## src/rtl/serial_mem_loader_if.sv

```systemverilog
// serial_mem_loader_if
// Bundles the UART byte stream and the memory-controller request bus used by
// serial_mem_loader.
//   master : the loader side (drives serial_data_out/serial_out_en and the
//            memory request signals mem_w_en/mem_r_en/mem_addr/mem_data_in)
//   slave  : the UART + memory controller side (drives received bytes, error
//            pulses, transmitter ready, mem_rdy/mem_cplt/mem_data_out)
interface serial_mem_loader_if #(
  parameter int ADDR_WIDTH = 24,
  parameter int DATA_WIDTH = 16
);
  // UART receive / transmit
  logic [7:0]            serial_data_in;
  logic                  serial_in_cplt;
  logic                  serial_in_error;
  logic                  serial_out_rdy;
  logic [7:0]            serial_data_out;
  logic                  serial_out_en;
  // Memory controller
  logic                  mem_rdy;
  logic                  mem_cplt;
  logic [DATA_WIDTH-1:0] mem_data_out;
  logic                  mem_w_en;
  logic                  mem_r_en;
  logic [ADDR_WIDTH-1:0] mem_addr;
  logic [DATA_WIDTH-1:0] mem_data_in;

  modport master (
    input  serial_data_in, serial_in_cplt, serial_in_error, serial_out_rdy,
    input  mem_rdy, mem_cplt, mem_data_out,
    output serial_data_out, serial_out_en,
    output mem_w_en, mem_r_en, mem_addr, mem_data_in
  );

  modport slave (
    output serial_data_in, serial_in_cplt, serial_in_error, serial_out_rdy,
    output mem_rdy, mem_cplt, mem_data_out,
    input  serial_data_out, serial_out_en,
    input  mem_w_en, mem_r_en, mem_addr, mem_data_in
  );
endinterface

```

## src/rtl/serial_mem_loader.sv

```systemverilog
// serial_mem_loader
// Byte-serial boot loader / debug monitor. Decodes opcode-framed commands from
// the UART and turns them into burst writes or burst reads on the memory bus,
// and controls the CPU run enable.
//   Commands: 0x00 WRITE addr[ADDR_BYTES] count data[count*DATA_BYTES]
//             0x01 READ  addr[ADDR_BYTES] count
//             0x02 RUN, 0x03 HALT; anything else is answered with NAK 0x15.
//   Multi-byte fields are LSB first; count 0 means 256 words.
//   WRITE answers 0x45 then an 8-bit sum of every byte after the opcode.
// Ports
//   clk, rst_n  : clock, asynchronous active-low reset
//   bus         : serial_mem_loader_if.master (UART bytes + memory requests)
//   led[3:0]    : [0] rx error, [1] bad opcode, [2] timeout (sticky), [3] cpu_enable
//   cpu_enable  : CPU run enable
module serial_mem_loader #(
  parameter int ADDR_WIDTH     = 24,
  parameter int DATA_WIDTH     = 16,
  parameter int TIMEOUT_CYCLES = 1000000
) (
  input  logic                       clk,
  input  logic                       rst_n,
  serial_mem_loader_if.master        bus,
  output logic [3:0]                 led,
  output logic                       cpu_enable
);

  localparam int ADDR_BYTES = (ADDR_WIDTH + 7) / 8;
  localparam int DATA_BYTES = (DATA_WIDTH + 7) / 8;
  localparam int AB_W       = ADDR_BYTES * 8;
  localparam int DB_W       = DATA_BYTES * 8;
  localparam int MAX_BYTES  = (ADDR_BYTES > DATA_BYTES) ? ADDR_BYTES : DATA_BYTES;
  localparam int CNT_W      = (MAX_BYTES > 1) ? $clog2(MAX_BYTES) : 1;
  localparam int TMR_W      = (TIMEOUT_CYCLES > 1) ? $clog2(TIMEOUT_CYCLES) : 1;

  localparam logic [CNT_W-1:0] ADDR_LAST = CNT_W'(ADDR_BYTES - 1);
  localparam logic [CNT_W-1:0] DATA_LAST = CNT_W'(DATA_BYTES - 1);
  localparam logic [TMR_W-1:0] TMR_LAST  = TMR_W'((TIMEOUT_CYCLES > 0) ? TIMEOUT_CYCLES - 1 : 0);

  localparam logic [7:0] OP_WRITE = 8'h00;
  localparam logic [7:0] OP_READ  = 8'h01;
  localparam logic [7:0] OP_RUN   = 8'h02;
  localparam logic [7:0] OP_HALT  = 8'h03;
  localparam logic [7:0] ACK      = 8'h45;
  localparam logic [7:0] NAK      = 8'h15;

  typedef enum logic [3:0] {
    IDLE, RX_ADDR, RX_LEN, RX_DATA, MEM_WR, MEM_RD_REQ, MEM_RD_WAIT,
    TX_DATA, TX_ACK, TX_CSUM, TX_NAK
  } state_t;

  state_t                state;
  logic [AB_W-1:0]       addr_buf;     // address bytes shifted in from the top
  logic [DB_W-1:0]       data_buf;     // write word being assembled / read word being sent
  logic [ADDR_WIDTH-1:0] addr;         // current word address of the burst
  logic [CNT_W-1:0]      byte_cnt;     // position inside the addr/data field
  logic [8:0]            word_cnt;     // words left in the burst (1..256)
  logic [7:0]            csum;
  logic                  is_read;
  logic                  send_csum;    // ACK is followed by the checksum (WRITE only)
  logic [TMR_W-1:0]      timer;
  logic [2:0]            led_sticky;
  logic                  cpu_en;
  logic [7:0]            tx_data;
  logic                  tx_en;
  logic                  w_en;
  logic                  r_en;
  logic [ADDR_WIDTH-1:0] mem_addr_q;
  logic [DATA_WIDTH-1:0] mem_wdata_q;

  logic rx_state;
  logic tx_ok;
  logic timeout_hit;

  assign rx_state    = (state == RX_ADDR) || (state == RX_LEN) || (state == RX_DATA);
  // A byte may only go out if the previous cycle did not already strobe.
  assign tx_ok       = bus.serial_out_rdy && !tx_en;
  assign timeout_hit = (TIMEOUT_CYCLES != 0) && rx_state && !bus.serial_in_cplt &&
                       (timer == TMR_LAST);

  // NOTE: all state here is written with non-blocking assignments so every
  // branch sees the values from the start of the cycle, matching the flops.
  always_ff @(posedge clk or negedge rst_n) begin
    if (!rst_n) begin
      state       <= IDLE;
      addr_buf    <= '0;
      data_buf    <= '0;
      addr        <= '0;
      byte_cnt    <= '0;
      word_cnt    <= '0;
      csum        <= '0;
      is_read     <= 1'b0;
      send_csum   <= 1'b0;
      timer       <= '0;
      led_sticky  <= '0;
      cpu_en      <= 1'b0;
      tx_data     <= '0;
      tx_en       <= 1'b0;
      w_en        <= 1'b0;
      r_en        <= 1'b0;
      mem_addr_q  <= '0;
      mem_wdata_q <= '0;
    end else begin
      // Strobes are pulses: low unless a branch below raises them this cycle.
      tx_en <= 1'b0;
      w_en  <= 1'b0;
      r_en  <= 1'b0;

      // Inter-byte timer: cleared by every received byte and outside RX states.
      if (bus.serial_in_cplt || !rx_state) begin
        timer <= '0;
      end else if (!timeout_hit) begin
        timer <= timer + TMR_W'(1);
      end

      if (bus.serial_in_error) begin
        // Error beats any byte arriving in the same cycle; the command is dropped.
        led_sticky[0] <= 1'b1;
        state         <= TX_NAK;
      end else if (timeout_hit) begin
        // Words already written stay written; nothing is transmitted.
        led_sticky[2] <= 1'b1;
        state         <= IDLE;
      end else begin
        case (state)
          IDLE: begin
            if (bus.serial_in_cplt) begin
              byte_cnt <= '0;
              csum     <= '0;
              case (bus.serial_data_in)
                OP_WRITE: begin is_read <= 1'b0; state <= RX_ADDR; end
                OP_READ:  begin is_read <= 1'b1; state <= RX_ADDR; end
                OP_RUN:   begin cpu_en <= 1'b1; send_csum <= 1'b0; state <= TX_ACK; end
                OP_HALT:  begin cpu_en <= 1'b0; send_csum <= 1'b0; state <= TX_ACK; end
                default:  begin led_sticky[1] <= 1'b1; state <= TX_NAK; end
              endcase
            end
          end

          RX_ADDR: begin
            if (bus.serial_in_cplt) begin
              // LSB arrives first, so shifting in from the top leaves it at bit 0.
              addr_buf <= AB_W'({bus.serial_data_in, addr_buf} >> 8);
              csum     <= csum + bus.serial_data_in;
              if (byte_cnt == ADDR_LAST) begin
                byte_cnt <= '0;
                state    <= RX_LEN;
              end else begin
                byte_cnt <= byte_cnt + CNT_W'(1);
              end
            end
          end

          RX_LEN: begin
            if (bus.serial_in_cplt) begin
              addr     <= addr_buf[ADDR_WIDTH-1:0];
              word_cnt <= (bus.serial_data_in == 8'h00) ? 9'd256 : {1'b0, bus.serial_data_in};
              csum     <= csum + bus.serial_data_in;
              byte_cnt <= '0;
              state    <= is_read ? MEM_RD_REQ : RX_DATA;
            end
          end

          RX_DATA: begin
            if (bus.serial_in_cplt) begin
              data_buf <= DB_W'({bus.serial_data_in, data_buf} >> 8);
              csum     <= csum + bus.serial_data_in;
              if (byte_cnt == DATA_LAST) begin
                byte_cnt <= '0;
                state    <= MEM_WR;
              end else begin
                byte_cnt <= byte_cnt + CNT_W'(1);
              end
            end
          end

          MEM_WR: begin
            if (bus.mem_rdy) begin
              w_en        <= 1'b1;
              mem_addr_q  <= addr;
              mem_wdata_q <= data_buf[DATA_WIDTH-1:0];
              addr        <= addr + ADDR_WIDTH'(1);
              word_cnt    <= word_cnt - 9'd1;
              if (word_cnt == 9'd1) begin
                send_csum <= 1'b1;
                state     <= TX_ACK;
              end else begin
                state <= RX_DATA;
              end
            end
          end

          MEM_RD_REQ: begin
            if (bus.mem_rdy) begin
              r_en       <= 1'b1;
              mem_addr_q <= addr;
              state      <= MEM_RD_WAIT;
            end
          end

          MEM_RD_WAIT: begin
            if (bus.mem_cplt) begin
              data_buf <= DB_W'(bus.mem_data_out);
              byte_cnt <= '0;
              state    <= TX_DATA;
            end
          end

          TX_DATA: begin
            if (tx_ok) begin
              tx_en    <= 1'b1;
              tx_data  <= data_buf[7:0];
              data_buf <= data_buf >> 8;
              if (byte_cnt == DATA_LAST) begin
                byte_cnt <= '0;
                addr     <= addr + ADDR_WIDTH'(1);
                word_cnt <= word_cnt - 9'd1;
                state    <= (word_cnt == 9'd1) ? IDLE : MEM_RD_REQ;
              end else begin
                byte_cnt <= byte_cnt + CNT_W'(1);
              end
            end
          end

          TX_ACK: begin
            if (tx_ok) begin
              tx_en   <= 1'b1;
              tx_data <= ACK;
              state   <= send_csum ? TX_CSUM : IDLE;
            end
          end

          TX_CSUM: begin
            if (tx_ok) begin
              tx_en   <= 1'b1;
              tx_data <= csum;
              state   <= IDLE;
            end
          end

          TX_NAK: begin
            if (tx_ok) begin
              tx_en   <= 1'b1;
              tx_data <= NAK;
              state   <= IDLE;
            end
          end

          default: state <= IDLE;
        endcase
      end
    end
  end

  assign bus.serial_data_out = tx_data;
  assign bus.serial_out_en   = tx_en;
  assign bus.mem_w_en        = w_en;
  assign bus.mem_r_en        = r_en;
  assign bus.mem_addr        = mem_addr_q;
  assign bus.mem_data_in     = mem_wdata_q;
  assign led                 = {cpu_en, led_sticky};
  assign cpu_enable          = cpu_en;

endmodule

```

## src/flat_wrapper.sv

```systemverilog
// flat-port wrapper written by rule: the top's interface ports become plain ports
module serial_mem_loader_flat 
#(
  parameter int ADDR_WIDTH     = 24,
  parameter int DATA_WIDTH     = 16,
  parameter int TIMEOUT_CYCLES = 1000000
)
  (clk, rst_n, led, cpu_enable, bus_serial_data_in, bus_serial_in_cplt, bus_serial_in_error, bus_serial_out_rdy, bus_mem_rdy, bus_mem_cplt, bus_mem_data_out, bus_serial_data_out, bus_serial_out_en, bus_mem_w_en, bus_mem_r_en, bus_mem_addr, bus_mem_data_in);
  serial_mem_loader_if #(.ADDR_WIDTH(ADDR_WIDTH), .DATA_WIDTH(DATA_WIDTH)) bus_i ();
  input  logic clk;
  input  logic rst_n;
  output logic [3:0] led;
  output logic cpu_enable;
  input wire logic [$bits(bus_i.serial_data_in)-1:0] bus_serial_data_in;
  input wire logic [$bits(bus_i.serial_in_cplt)-1:0] bus_serial_in_cplt;
  input wire logic [$bits(bus_i.serial_in_error)-1:0] bus_serial_in_error;
  input wire logic [$bits(bus_i.serial_out_rdy)-1:0] bus_serial_out_rdy;
  input wire logic [$bits(bus_i.mem_rdy)-1:0] bus_mem_rdy;
  input wire logic [$bits(bus_i.mem_cplt)-1:0] bus_mem_cplt;
  input wire logic [$bits(bus_i.mem_data_out)-1:0] bus_mem_data_out;
  output wire logic [$bits(bus_i.serial_data_out)-1:0] bus_serial_data_out;
  output wire logic [$bits(bus_i.serial_out_en)-1:0] bus_serial_out_en;
  output wire logic [$bits(bus_i.mem_w_en)-1:0] bus_mem_w_en;
  output wire logic [$bits(bus_i.mem_r_en)-1:0] bus_mem_r_en;
  output wire logic [$bits(bus_i.mem_addr)-1:0] bus_mem_addr;
  output wire logic [$bits(bus_i.mem_data_in)-1:0] bus_mem_data_in;
  assign bus_i.serial_data_in = bus_serial_data_in;
  assign bus_i.serial_in_cplt = bus_serial_in_cplt;
  assign bus_i.serial_in_error = bus_serial_in_error;
  assign bus_i.serial_out_rdy = bus_serial_out_rdy;
  assign bus_i.mem_rdy = bus_mem_rdy;
  assign bus_i.mem_cplt = bus_mem_cplt;
  assign bus_i.mem_data_out = bus_mem_data_out;
  assign bus_serial_data_out = bus_i.serial_data_out;
  assign bus_serial_out_en = bus_i.serial_out_en;
  assign bus_mem_w_en = bus_i.mem_w_en;
  assign bus_mem_r_en = bus_i.mem_r_en;
  assign bus_mem_addr = bus_i.mem_addr;
  assign bus_mem_data_in = bus_i.mem_data_in;
  serial_mem_loader #(.ADDR_WIDTH(ADDR_WIDTH), .DATA_WIDTH(DATA_WIDTH), .TIMEOUT_CYCLES(TIMEOUT_CYCLES)) u_core (.clk(clk), .rst_n(rst_n), .bus(bus_i), .led(led), .cpu_enable(cpu_enable));
endmodule
```

## config.mk

```make
export PLATFORM = sky130hd
export DESIGN_NAME = serial_mem_loader_flat
export DESIGN_NICKNAME = d
export VERILOG_FILES = /design/src/rtl/serial_mem_loader_if.sv /design/src/rtl/serial_mem_loader.sv /design/src/flat_wrapper.sv
export SDC_FILE = /design/constraint.sdc
export NUM_CORES = 1
export LEC_CHECK = 0
export CAP_MARGIN = 5
export CORE_MARGIN = 2
export CORE_UTILIZATION = 51
export CTS_CLUSTER_SIZE = 14
export DETAILED_ROUTE_END_ITERATION = 8
export PLACE_DENSITY = 0.82
export SYNTH_ARGS = -nofsm -noshare
export SYNTH_HDL_FRONTEND = slang
export SYNTH_SLANG_ARGS = --single-unit
export TNS_END_PERCENT = 30
```

## constraint.sdc

```tcl
create_clock -name clk -period 2.3 [get_ports clk]
set_input_delay 0.23 -clock clk [delete_from_list [all_inputs] [get_ports clk]]
set_output_delay 0.23 -clock clk [all_outputs]
set_load 0.03 [all_outputs]
```

==> impl_metrics.csv, run 1 <==
group,metric,value,unit
logic_synthesis,yosysSeqAreaShare,50.7,%
sta,hold_viol_final,0,
logic_synthesis,async_flop_share,100,%
global_route,grt_max_degree,76,
layout,drive_above_1_share,17.0,%
setup_path,r2r_end,"u_core.addr[12]",
global_route,antenna_found_initial,0,
sta,fin_crit,2210,ps
layout,antenna_cells,0,
logic_synthesis,synth_nets,861,
setup_path,crit_path_start_kind,"flip-flop",
clocking,cts.sinks,164,
floorplan,rows,46,
layout,layout_commonest_cell,"dfrtp_1",
hold_path,hold_class,"primary input to async pin",
logic_synthesis,syn-instance-count,818,
layout,n_fill_cell,1187,
setup_path,required,2650,ps
sta,slew-limit-headroom,62.5,%
logic_synthesis,synth_area_per_cell,9.90,µm²
sta,setup_violations,0,
logic_synthesis,synth_cell_types,63,
setup_path,critPathArrivalTime,2560,ps
layout,fin_cells,1180,
clocking,tritoncts,"done",
clocking,ctsRootBufferMaster,"clkbuf_16",
pwr,irDropWorstVdd,0.808,mV
floorplan,core,0.0157,mm²
setup_path,r2r_setup_slack,90,ps
floorplan,start_util,51.5,%
layout,multi_input_area,0.00381,mm²
pwr,p_comb_share,37.4,%
routing,first_iter_violations,705,
pwr,p_int,7500,µW
floorplan,io_pins,87,
global_route,grt_overflow_total,0,
global_route,grt_pass1_vias,6465,
pwr,p_total,12000,µW
routing,vias_per_cell,5.77,
pwr,p_clk_share,24.9,%
sta,worst-slew-pin-transition,558,ps
global_route,grt_usage,24.8,%
placement,io_buffers,86,
logic_synthesis,syn-cell-area,0.00810,mm²
routing,wl_per_cell,17.1,µm
sta,rsz0062_at_grt,"yes",
clocking,h-tree-depth,4,
sta,clock_skew,11.1,ps
pwr,p_switching,4540,µW
global_route,grt_busiest_layer,"met2",
sta,drv_slew,0,
layout,layout_common_cells,"dfrtp_1, nand2_1, clkdlybuf4s50_1",
pwr,powerDensity,1150,mW/mm²
clocking,cts_made_buffers,17,
placement,gp_congestion,0.926,
routing,drtAntennaViolNets,0,
run,maxCapViolCount,0,
routing,dr.pass1.iters,6,
setup_path,timing.rr.start,"u_core.timer[0]",
layout,final-seq-area,0.00411,mm²
setup_path,crit_fanout,7,
pwr,p_seq_share,37.8,%
logic_synthesis,synth_enable_flop_cells,0,
sta,fin_crit_sh,96.2,%
pwr,p_leak,0.00460,µW
clocking,insertion_delay,430,ps
logic_synthesis,synth_seq_cells,164,
routing,vias,6809,
routing,drc_errors,0,
global_route,grt_pass1_wl,32800,µm
setup_path,critPathKind,"flip-flop to flip-flop",
logic_synthesis,ys_warn_count,0,
clocking,cts_buffer_depth,2,
floorplan,die_w,130,µm
layout,nets,994,
routing,routed_wl,20200,µm
placement,dpl.hpwl,13800,µm
setup_path,reg2reg_depth,9,
outcome,status,"complete, no violations",
global_route,grtUsageMet3,5.00,%
clocking,path_clk_slew,60,ps
floorplan,die_area,0.0169,mm²
logic_synthesis,synth_ff_type,"dfrtp_1",
layout,area_delta_synth_final,28.7,%
setup_path,crit_path_end_kind,"flip-flop",
floorplan,dieHeight,130,µm
global_route,gr-usage-met2,38.6,%
pwr,switching_share,37.7,%
global_route,use_met1,35.3,%
placement,placed_cells,1141,
sta,clock.fmax,452,MHz
sequential cells by signal (all words and copies together), names as in the netlist:
| name | cells |
|---|---|
| u_core.bus.mem_data_in | 16 |
| u_core.csum | 8 |
| u_core.cpu_enable | 1 |
| u_core.timer | 20 |
| u_core.word_cnt | 9 |
| u_core.led_sticky | 3 |
| u_core.bus.serial_data_out | 8 |
| u_core.bus.mem_r_en | 1 |
| u_core.send_csum | 1 |
| u_core.is_read | 1 |
| u_core.bus.serial_out_en | 1 |
| u_core.bus.mem_w_en | 1 |
| u_core.state | 4 |
| u_core.byte_cnt | 2 |
| u_core.addr_buf | 24 |
| u_core.addr | 24 |
| u_core.data_buf | 16 |
| u_core.bus.mem_addr | 24 |
cells by family after synthesis:
group	synth area share (%)
AOI/OAI and AO/OA	16.1
xor gates and xnor gates	1.73
buffers and inverters	3.38
and+or+nand+nor	17.2
muxes	8.98
adders and majority gates	1.95
DFF	50.7
worst max-delay path, stage by stage (launching register included):
cell,delay (ps)
dfrtp_1,400
ha_1,210
and4_1,170
nand3_2,110
o41ai_4,100
buf_6,140
or4_4,550
buf_4,190
nor2_1,110
a2bb2oi_1,150
through the flow:
| stage | cell area [µm²] | TNS (ps) | worst slack, ps | util (%) | hold slack [ps] |
|---|---|---|---|---|---|
| after floorplan | 8100 | 0 | 18.6 | - | -65.6 |
| after global placement | 9660 | -153 | -97.5 | 61.5 | 168 |
| after detailed placement | 9660 | -478 | -225 | 61.5 | 168 |
| after CTS | 10300 | 0 | 4.09 | 65.6 | 286 |
| after global routing | 10400 | -40.2 | -21.5 | 66.3 | 309 |
| final | 10400 | 0 | 86.5 | 66.3 | 283 |
synth_stat cells, types with 11 or more instances:
master	count	area [µm²]
mux2i_1	13	130
nand3_1	24	120
nand2_1	106	398
a22oi_1	13	97.6
o22ai_1	11	68.8
nor2_1	59	221
a21oi_1	76	380
mux2_1	19	214
o21ai_1	11	55.1
clkbuf_1	30	113
mux2_2	34	383
nand2b_1	13	81.3
nor3_1	13	65.1
o21ai_0	47	235
or3_1	14	87.6
inv_1	18	67.6
dfrtp_1	164	4100
ha_1	11	138
nand4_1	12	75.1
layer usage:
metal / routed length, µm / vias to the layer above
li1: - / 3222
met1: 8830 / 3298
met2: 9680 / 259
met3: 1390 / 30
met4: 317 / 0
met5: 0 / -
area by class of cell:
| class | count | share of cell area (%) |
|---|---|---|
| Sequential cell | 164 | 39.4 |
| Multi-Input combinational cell | 591 | 36.6 |
| Timing Repair Buffer | 159 | 14.9 |
| Clock buffer | 17 | 4.08 |
| Tap cell | 216 | 2.59 |
| Clock inverter | 15 | 1.85 |
| Inverter | 18 | 0.648 |
power groups by stage:
| stage | Sequential [µW] | Combinational (µW) | Clock (µW) |
|---|---|---|---|
| after floorplan | 4900 | 2270 | 0 |
| after global placement | 4550 | 4290 | 0 |
| after detailed placement | 4570 | 4370 | 0 |
| after CTS | 4530 | 4440 | 3040 |
| after global routing | 4660 | 4910 | 3160 |
| final | 4550 | 4500 | 2990 |
worst max path at each step:
stage,cells after the start,to,slack (ps),start
global route,7,u_core.state[3],-20,u_core.timer[11]
global placement,8,u_core.csum[7],-100,bus_serial_data_in[1]
CTS,9,u_core.addr[23],4,u_core.timer[0]
floorplan,8,u_core.bus.mem_addr[10],20,u_core.state[2]
finish,9,u_core.addr[12],90,u_core.timer[0]
detailed placement,8,u_core.state[3],-230,bus_serial_data_in[4]
timing repair:
| action | 4_1_cts | 5_1_grt |
|---|---|---|
| pin swaps | 0 | 4 |
| buffers inserted | 1 | 3 |
| gates resized for setup | 3 | 15 |
| hold buffers | 1 | 0 |
| endpoints found under the hold margin | 36 | 0 |
| setup endpoints to repair | 7 | 52 |
| cloned | 1 | 1 |
(Power assumes the default switching activity.)
==> inputs of run 2 (changes only) <==
- TNS_END_PERCENT: 30 -> 50
==> results of run 2 <==
The final DEF is identical to that of run 1; final timing and power are the same.
